### config.mk
export PLATFORM = sky130hd
export DESIGN_NAME = seq_detect_n
export DESIGN_NICKNAME = d
export VERILOG_FILES = /design/src/rtl/seq_detect_n.sv
export SDC_FILE = /design/constraint.sdc
export NUM_CORES = 1
export LEC_CHECK = 0
export CAP_MARGIN = 20
export CORE_MARGIN = 3
export CORE_UTILIZATION = 44
export CTS_CLUSTER_DIAMETER = 80
export DETAILED_ROUTE_END_ITERATION = 7
export GPL_TIMING_DRIVEN = 0
export PLACE_DENSITY = 0.72
export SLEW_MARGIN = 20
export SYNTH_ARGS = -nofsm -noshare
export SYNTH_HDL_FRONTEND = slang
export SYNTH_SLANG_ARGS = --single-unit
### constraint.sdc
create_clock -name clk -period 1.52 [get_ports clk]
set_input_delay 0.456 -clock clk [delete_from_list [all_inputs] [get_ports clk]]
set_output_delay 0.456 -clock clk [all_outputs]
set_load 0.05 [all_outputs]
### src/rtl/seq_detect_n.sv
// seq_detect_n: shifts a DW-bit word out MSB-first and flags a PW-bit pattern.
// Define CLK_DIV_EN to step one bit every DIV clk cycles instead of every cycle.
module seq_detect_n #(
    parameter int DW  = 8,
    parameter int PW  = 4,
    parameter int CW  = 8,
    parameter int DIV = 50_000_000
) (
    input  logic          clk,
    input  logic          rst,
    input  logic          set,
    input  logic [DW-1:0] din,
    input  logic [PW-1:0] pattern,
    input  logic          overlap,
    output logic          x,
    output logic          res,
    output logic          flag,
    output logic [CW-1:0] count,
    output logic          busy,
    output logic          done
);
    localparam int BW = (DW > 1) ? $clog2(DW) : 1;
    localparam int VW = $clog2(PW);
    localparam logic [BW-1:0] LAST_BIT = BW'(DW - 1);
    localparam logic [VW-1:0] FULL = VW'(PW - 1);

    typedef enum logic [1:0] {
        IDLE,
        SHIFT,
        DONE
    } state_t;

    state_t r_state;
    state_t w_state_nxt;

    logic [DW-1:0] r_data;
    logic [PW-1:0] r_pat;
    logic          r_ovl;
    logic [PW-2:0] r_hist;
    logic [VW-1:0] r_vcnt;
    logic [BW-1:0] r_bitcnt;
    logic          r_x;
    logic          r_res;
    logic          r_flag;
    logic [CW-1:0] r_count;
    logic          r_busy;
    logic          r_done;

    logic          w_tick;
    logic          w_xnew;
    logic          w_hit;
    logic          w_last;
    logic [PW-1:0] w_win;

`ifdef CLK_DIV_EN
    localparam int DVW = (DIV > 1) ? $clog2(DIV) : 1;
    localparam logic [DVW-1:0] DIV_TOP = DVW'(DIV - 1);

    logic [DVW-1:0] r_presc;

    always_ff @(posedge clk) begin
        if (!rst || set || r_state != SHIFT || r_presc == DIV_TOP) begin
            r_presc <= '0;
        end else begin
            r_presc <= r_presc + 1'b1;
        end
    end

    assign w_tick = (r_state == SHIFT) && (r_presc == DIV_TOP);
`else
    // DIV only matters with the prescaler; here every SHIFT cycle is a tick
    assign w_tick = (r_state == SHIFT) && (DIV != 0);
`endif

    assign w_xnew = r_data[DW-1];
    assign w_win  = {r_hist, w_xnew};
    assign w_last = (r_bitcnt == LAST_BIT);
    assign w_hit  = w_tick && (r_vcnt == FULL) && (w_win == r_pat);

    always_ff @(posedge clk) begin
        if (!rst) begin
            r_state <= IDLE;
        end else begin
            r_state <= w_state_nxt;
        end
    end

    always_comb begin
        w_state_nxt = r_state;
        if (set) begin
            w_state_nxt = SHIFT;
        end else begin
            case (r_state)
                SHIFT: begin
                    if (w_tick && w_last) begin
                        w_state_nxt = DONE;
                    end
                end
                default: w_state_nxt = r_state;
            endcase
        end
    end

    always_ff @(posedge clk) begin
        if (!rst) begin
            r_data   <= '0;
            r_pat    <= '0;
            r_ovl    <= 1'b0;
            r_hist   <= '0;
            r_vcnt   <= '0;
            r_bitcnt <= '0;
            r_x      <= 1'b0;
            r_res    <= 1'b0;
            r_flag   <= 1'b0;
            r_count  <= '0;
        end else if (set) begin
            r_data   <= din;
            r_pat    <= pattern;
            r_ovl    <= overlap;
            r_hist   <= '0;
            r_vcnt   <= '0;
            r_bitcnt <= '0;
            r_res    <= 1'b0;
        end else begin
            r_res <= w_hit;
            if (w_tick) begin
                r_x      <= w_xnew;
                r_data   <= r_data << 1;
                r_bitcnt <= r_bitcnt + 1'b1;
                r_hist   <= w_win[PW-2:0];
                // non-overlap: a match consumes its bits, next one needs PW fresh
                if (w_hit && !r_ovl) begin
                    r_vcnt <= '0;
                end else if (r_vcnt != FULL) begin
                    r_vcnt <= r_vcnt + 1'b1;
                end
            end
            if (w_hit) begin
                r_flag <= 1'b1;
                if (r_count != '1) begin
                    r_count <= r_count + 1'b1;
                end
            end
        end
    end

    always_ff @(posedge clk) begin
        if (!rst) begin
            r_busy <= 1'b0;
            r_done <= 1'b0;
        end else begin
            r_busy <= (w_state_nxt == SHIFT);
            r_done <= (w_state_nxt == DONE);
        end
    end

    assign x     = r_x;
    assign res   = r_res;
    assign flag  = r_flag;
    assign count = r_count;
    assign busy  = r_busy;
    assign done  = r_done;

endmodule

### Yosys cells after proc, flatten, opt, wreduce, memory -nomap -nowiden

Index checks and enable logic that the tools add are counted.

| word-level totals | value |
|---|---|
| register bits | 36 |
| output and inout bits | 13 |
| word-level logic and storage cells | 45 |

| cells by class | value |
|---|---|
| add/subtract/negate cells | 3 |
| equality and inequality tests | 8 |
| mux-type cells | 7 |
| bitwise gates (word level) | 2 |
| reductions and logical operators | 12 |

Operator list:

| operator | count |
|---|---|
| $mux 8 | 2 |
| $mux 2 | 5 |
| $add 8x1->8 const B | 1 |
| $ne 8x8->1 const B | 1 |
| $reduce_and 2->1 | 3 |
| $eq 2x1->1 const B | 2 |
| $eq 2x2->1 const B | 2 |
| $eq 4x4->1 | 1 |
| $logic_and 1x1->1 | 4 |
| $reduce_bool 2->1 | 2 |
| $add 3x1->3 const B | 1 |
| $eq 3x3->1 const B | 1 |
| $reduce_and 3->1 | 1 |
| $add 2x1->2 const B | 1 |
| $ne 2x2->1 const B | 1 |
| $not 1->1 | 2 |
| $reduce_or 2->1 | 1 |
| $logic_not 1->1 | 1 |

### Depth between registers and ports, before layout

| logic depth | value |
|---|---|
| depth in word-level cells | 6 |
| mapped depth | 7 |
| depth with buffers taken out | 5 |

### Worst setup path after synthesis

Ideal clock, no wire load.

| path | value |
|---|---|
| path kind | register to register |
| start point | register r_count[0], in the netlist count[0] |
| end point | register r_count[5], in the netlist count[5] |
| library setup time | 0.072 ns |
| arrival time | 1.745 ns |
| required time | 1.448 ns |
| slack | -0.296 ns |
| stages on the path, launching flop included | 6 |
| buffers on the path | 0 |
| clock period less this slack | 1.816 ns |
| cells stage by stage | dfxtp_1 -> ha_1 -> a41o_1 -> nor4_4 -> and3_1 -> mux2i_1 |

| on the way | value |
|---|---|
| word-level cells in the longest chain between the ends | 2 |
| elaborated cells on any way between the ends | 3 |
| those cells by class | 1 x add/sub; 1 x eq/ne; 1 x reduce/logical |

RTL lines:

| element | line | source |
|---|---|---|
| start: declaration | 45 | `logic [CW-1:0] r_count;` |
| start signal: assignment | 141 | `r_count <= r_count + 1'b1;` |
| parallel branches: the longest is 2 deep, another holds $add 8x1->8 | -- |  |

Parallel ways; which one is timed is not known.
A chain may end at the register's enable or synchronous reset.

### Final worst setup path

| path | value |
|---|---|
| start point | register r_pat[3] |
| end point | register r_count[0], in the netlist count[0] |

| on the way | value |
|---|---|
| word-level cells in the longest chain between the ends | 3 |

RTL lines:

| element | line | source |
|---|---|---|
| start: declaration | 37 | `logic [PW-1:0] r_pat;` |
| start signal: assignment | 118 | `r_pat <= pattern;` |
| $eq 4x4->1 | 78 | `assign w_hit = w_tick && (r_vcnt == FULL) && (w_win == r_pat);` |
| $logic_and 1x1->1 | 78 |  |
| $reduce_and 3->1 (no source line) | -- |  |

No other way between the ends.

==> impl_metrics.toml <==
[hold_path]
min_path_type = "reg -> reg"

[floorplanning]
core_mm2 = 0.00320
ioPinCount = 29
start_util_pct = 48.2
fp.dieH_um = 65.3
die_w_um = 65.3
die_area_mm2 = 0.00426
num_rows = 20

[clock_tree]
clockBufferDepth = 2
cts-root-buf = "clkbuf_4"
cts_buffers = 5
clk_pin_slew_ps = 110
cts_hold_buf = 0
clock_latency_ps = 350
numClockSinks = 36
htree_levels = 2
cts_tree = "built"

[critical_path]
reg2reg_to = "count[0]"
critPathLaunchType = "flop"
worstSetupStartpoint = "r_pat[3]"
crit_arrival_ps = 1800
worstPathMaxFanout = 6
cp.required_ps = 1750
r2r-start = "r_pat[3]"
rr_worst_depth = 6
cp-endpoint = "count[0]"
reg2reg_slack_ps = -50
crit_type = "reg -> reg"
endpoint_kind = "flop"

[global_route]
grt_max_degree = 12
grt_antenna_before_repair = 0
use_met3_pct = 6.15
use_met2_pct = 32.4
grt_pass1_wl_um = 6240
gr-total-overflow = 0
use_met1_pct = 21.8
grt_pass1_vias = 1353
busiest_layer = "met2"
track_usage_pct = 19.1

[final_layout]
finalNetCount = 249
final_cells = 274
antennaDiodeCount = 0
area_growth_syn_to_layout_pct = 39.4
drive_above_1_share_pct = 30.9
fillers = 293

[place]
io_buffers = 28
post-place-ws_ps = -482
dp_hpwl_um = 2460
gp_congestion = 0.754
dp_cells = 253

[sta]
layout_setup_ws_ps = -51.1
timing.fmax_mhz = 636
skew_ps = 10.0
min_period_over_period_pct = 103
finalHoldViolCount = 0
worstMarginPinSlew_ps = 539
rsz0062_at_grt = "true"
fin_crit_ps = 1570
setup_viol = 6
slew_viol_final = 0
slew-limit-headroom_pct = 64.1

[outcome]
status = "finished, violations left"
violations = "negative setup slack"

[synthesis]
synth.area.top_cells = "dfxtp_1 (47%), a21oi_1 (8.4%), nand2_1 (7.0%), nor2_1 (5.6%), xnor2_1 (5.1%)"
syn-num-nets = 201
synth_top_area_share_pct = 46.6
ys.warnings.count = 0
post_synth.cell_area_avg_um2 = 8.54
synth-seq-cells = 36
synth-simple-area-share_pct = 22.5
synth_largest_area_cell = "dfxtp_1"
synth_cells = 181
netlist_area_mm2 = 0.00155
synth_fa_ha_area_share_pct = 3.24
ys_types = 29
synth_top_family_by_area = "simple AND/OR/NAND/NOR gates"
synth_compound_area_share_pct = 13.8
synth_xor_area_share_pct = 5.10
synth.area.mux_share_pct = 4.53
synth-seq-area-share_pct = 46.6

[drt]
vias = 1430
drtIter0Drc = 70
drt-total-wl_um = 3840
routedWlPerCell_um = 14.0
viasPerCell = 5.22
ant_nets = 0
first_pass_iters = 4
drc = 0

[pwr]
powerDensity_mw_per_mm2 = 839
ir_worst_vdd_v = 0.000524
p_leak_nw = 0.840

[run]
maxCapViolCount = 0
==> metrics by stage <==
| step | hold WS, ps | instance area, um2 | power, mW | TNS, ps | utilization, % |
|---|---|---|---|---|---|
| CTS | 464 | 2140 | 1.82 | -305 | 66.9 |
| floorplan | 440 | 1580 | 1.12 | -171 | - |
| global placement | 436 | 1910 | 1.19 | -11470 | 59.7 |
| finish | 458 | 2150 | 1.81 | -199 | 67.2 |
| global route | 474 | 2150 | 1.89 | -1070 | 67.2 |
| detailed placement | 441 | 1910 | 1.20 | -12450 | 59.7 |
==> cells in the final DEF (no fill, tap or decap), drive strengths merged, types with 2 or more instances in the layout <==
cell	synthesis	final
buf	3	30
inv	7	7
nor4	4	4
nand2b	3	3
o21ai	3	3
nor2	23	23
a21oi	26	26
mux2i	7	7
nand3	6	6
xnor2	9	9
a21o	2	2
clkdlybuf4s50	0	14
nor3	3	3
nand2	29	29
dfxtp	36	36
ha	4	4
clkbuf	6	12
==> power breakdown <==
part / internal (mW) / switching, mW
sequential: 0.962 / 0.0183
clock: 0.279 / 0.331
combinational: 0.0996 / 0.118
==> worst min path at each step <==
stage / cells past startpoint / endpoint / slack (ps) / start
detailed placement: 1 / flag / 440 / flag
global placement: 1 / flag / 440 / flag
floorplan: 2 / r_bitcnt[1] / 440 / r_bitcnt[1]
CTS: 1 / flag / 460 / flag
finish: 1 / flag / 460 / flag
global route: 1 / flag / 470 / flag
==> worst max-delay path, stage by stage, from the launching register on <==
cell,delay (ps)
dfxtp_2,350
xnor2_2,200
o2111ai_4,240
nor3_4,350
buf_6,150
xnor2_2,100
nor2_1,50
==> layout make-up <==
| cell class | instances | area (um2) | area share (%) |
|---|---|---|---|
| Sequential cell | 36 | 752 | 34.9 |
| Inverter | 7 | 26.3 | 1.22 |
| Tap cell | 44 | 55.1 | 2.56 |
| Clock buffer | 7 | 66.3 | 3.08 |
| Multi-Input combinational cell | 129 | 877 | 40.7 |
| Buffer | 6 | 23.8 | 1.10 |
| Timing Repair Buffer | 44 | 348 | 16.2 |
| Clock inverter | 1 | 5.00 | 0.232 |
==> kinds of logic (layout without fill, tap and decap cells) <==
family | after synthesis | after routing
compound gates | 35 | 35
flops | 36 | 36
simple gates | 74 | 74
xor+xnor | 9 | 9
mux | 7 | 7
buf+inv | 16 | 65
fa+ha+maj | 4 | 4
==> synthesized netlist by cell type <==
| cell | instances |
|---|---|
| ha_1 | 4 |
| and4_1 | 1 |
| o2111ai_4 | 1 |
| nor2b_1 | 1 |
| buf_4 | 1 |
| a21o_1 | 2 |
| nor3_1 | 2 |
| and3_1 | 1 |
| nand4_1 | 1 |
| inv_1 | 7 |
| nand3b_1 | 1 |
| a31o_2 | 1 |
| mux2i_1 | 7 |
| buf_1 | 2 |
| or3b_2 | 1 |
| nor4_1 | 3 |
| a21oi_1 | 26 |
| nand2b_1 | 3 |
| nand2_1 | 29 |
| xnor2_1 | 9 |
| a311oi_1 | 1 |
| o21ai_0 | 3 |
| dfxtp_1 | 36 |
| a41o_1 | 1 |
| nor3_2 | 1 |
| nor2_1 | 23 |
| nor4_4 | 1 |
| nand3_1 | 6 |
| clkbuf_1 | 6 |
==> registers in the layout, indices dropped and copies added, names as in the netlist <==
signal    count
busy          1
count         8
done          1
flag          1
r_bitcnt      3
r_data        8
r_hist        3
r_ovl         1
r_pat         4
r_state       2
r_vcnt        2
res           1
x             1
==> layer usage <==
layer | vias to the layer above | wire length, um
met3 | 7 | 205
met4 | 0 | 59
met2 | 34 | 1920
met1 | 681 | 1660
li1 | 708 | -
met5 | - | 0
==> timing repair <==
action                                  CTS  global route
resized for setup                        82            17
pin swaps                                 8             9
setup buffers                            15             1
endpoints found under the setup margin   33            20
gates cloned                              0             0
No activity file was read; power rests on OpenSTA's default activity.
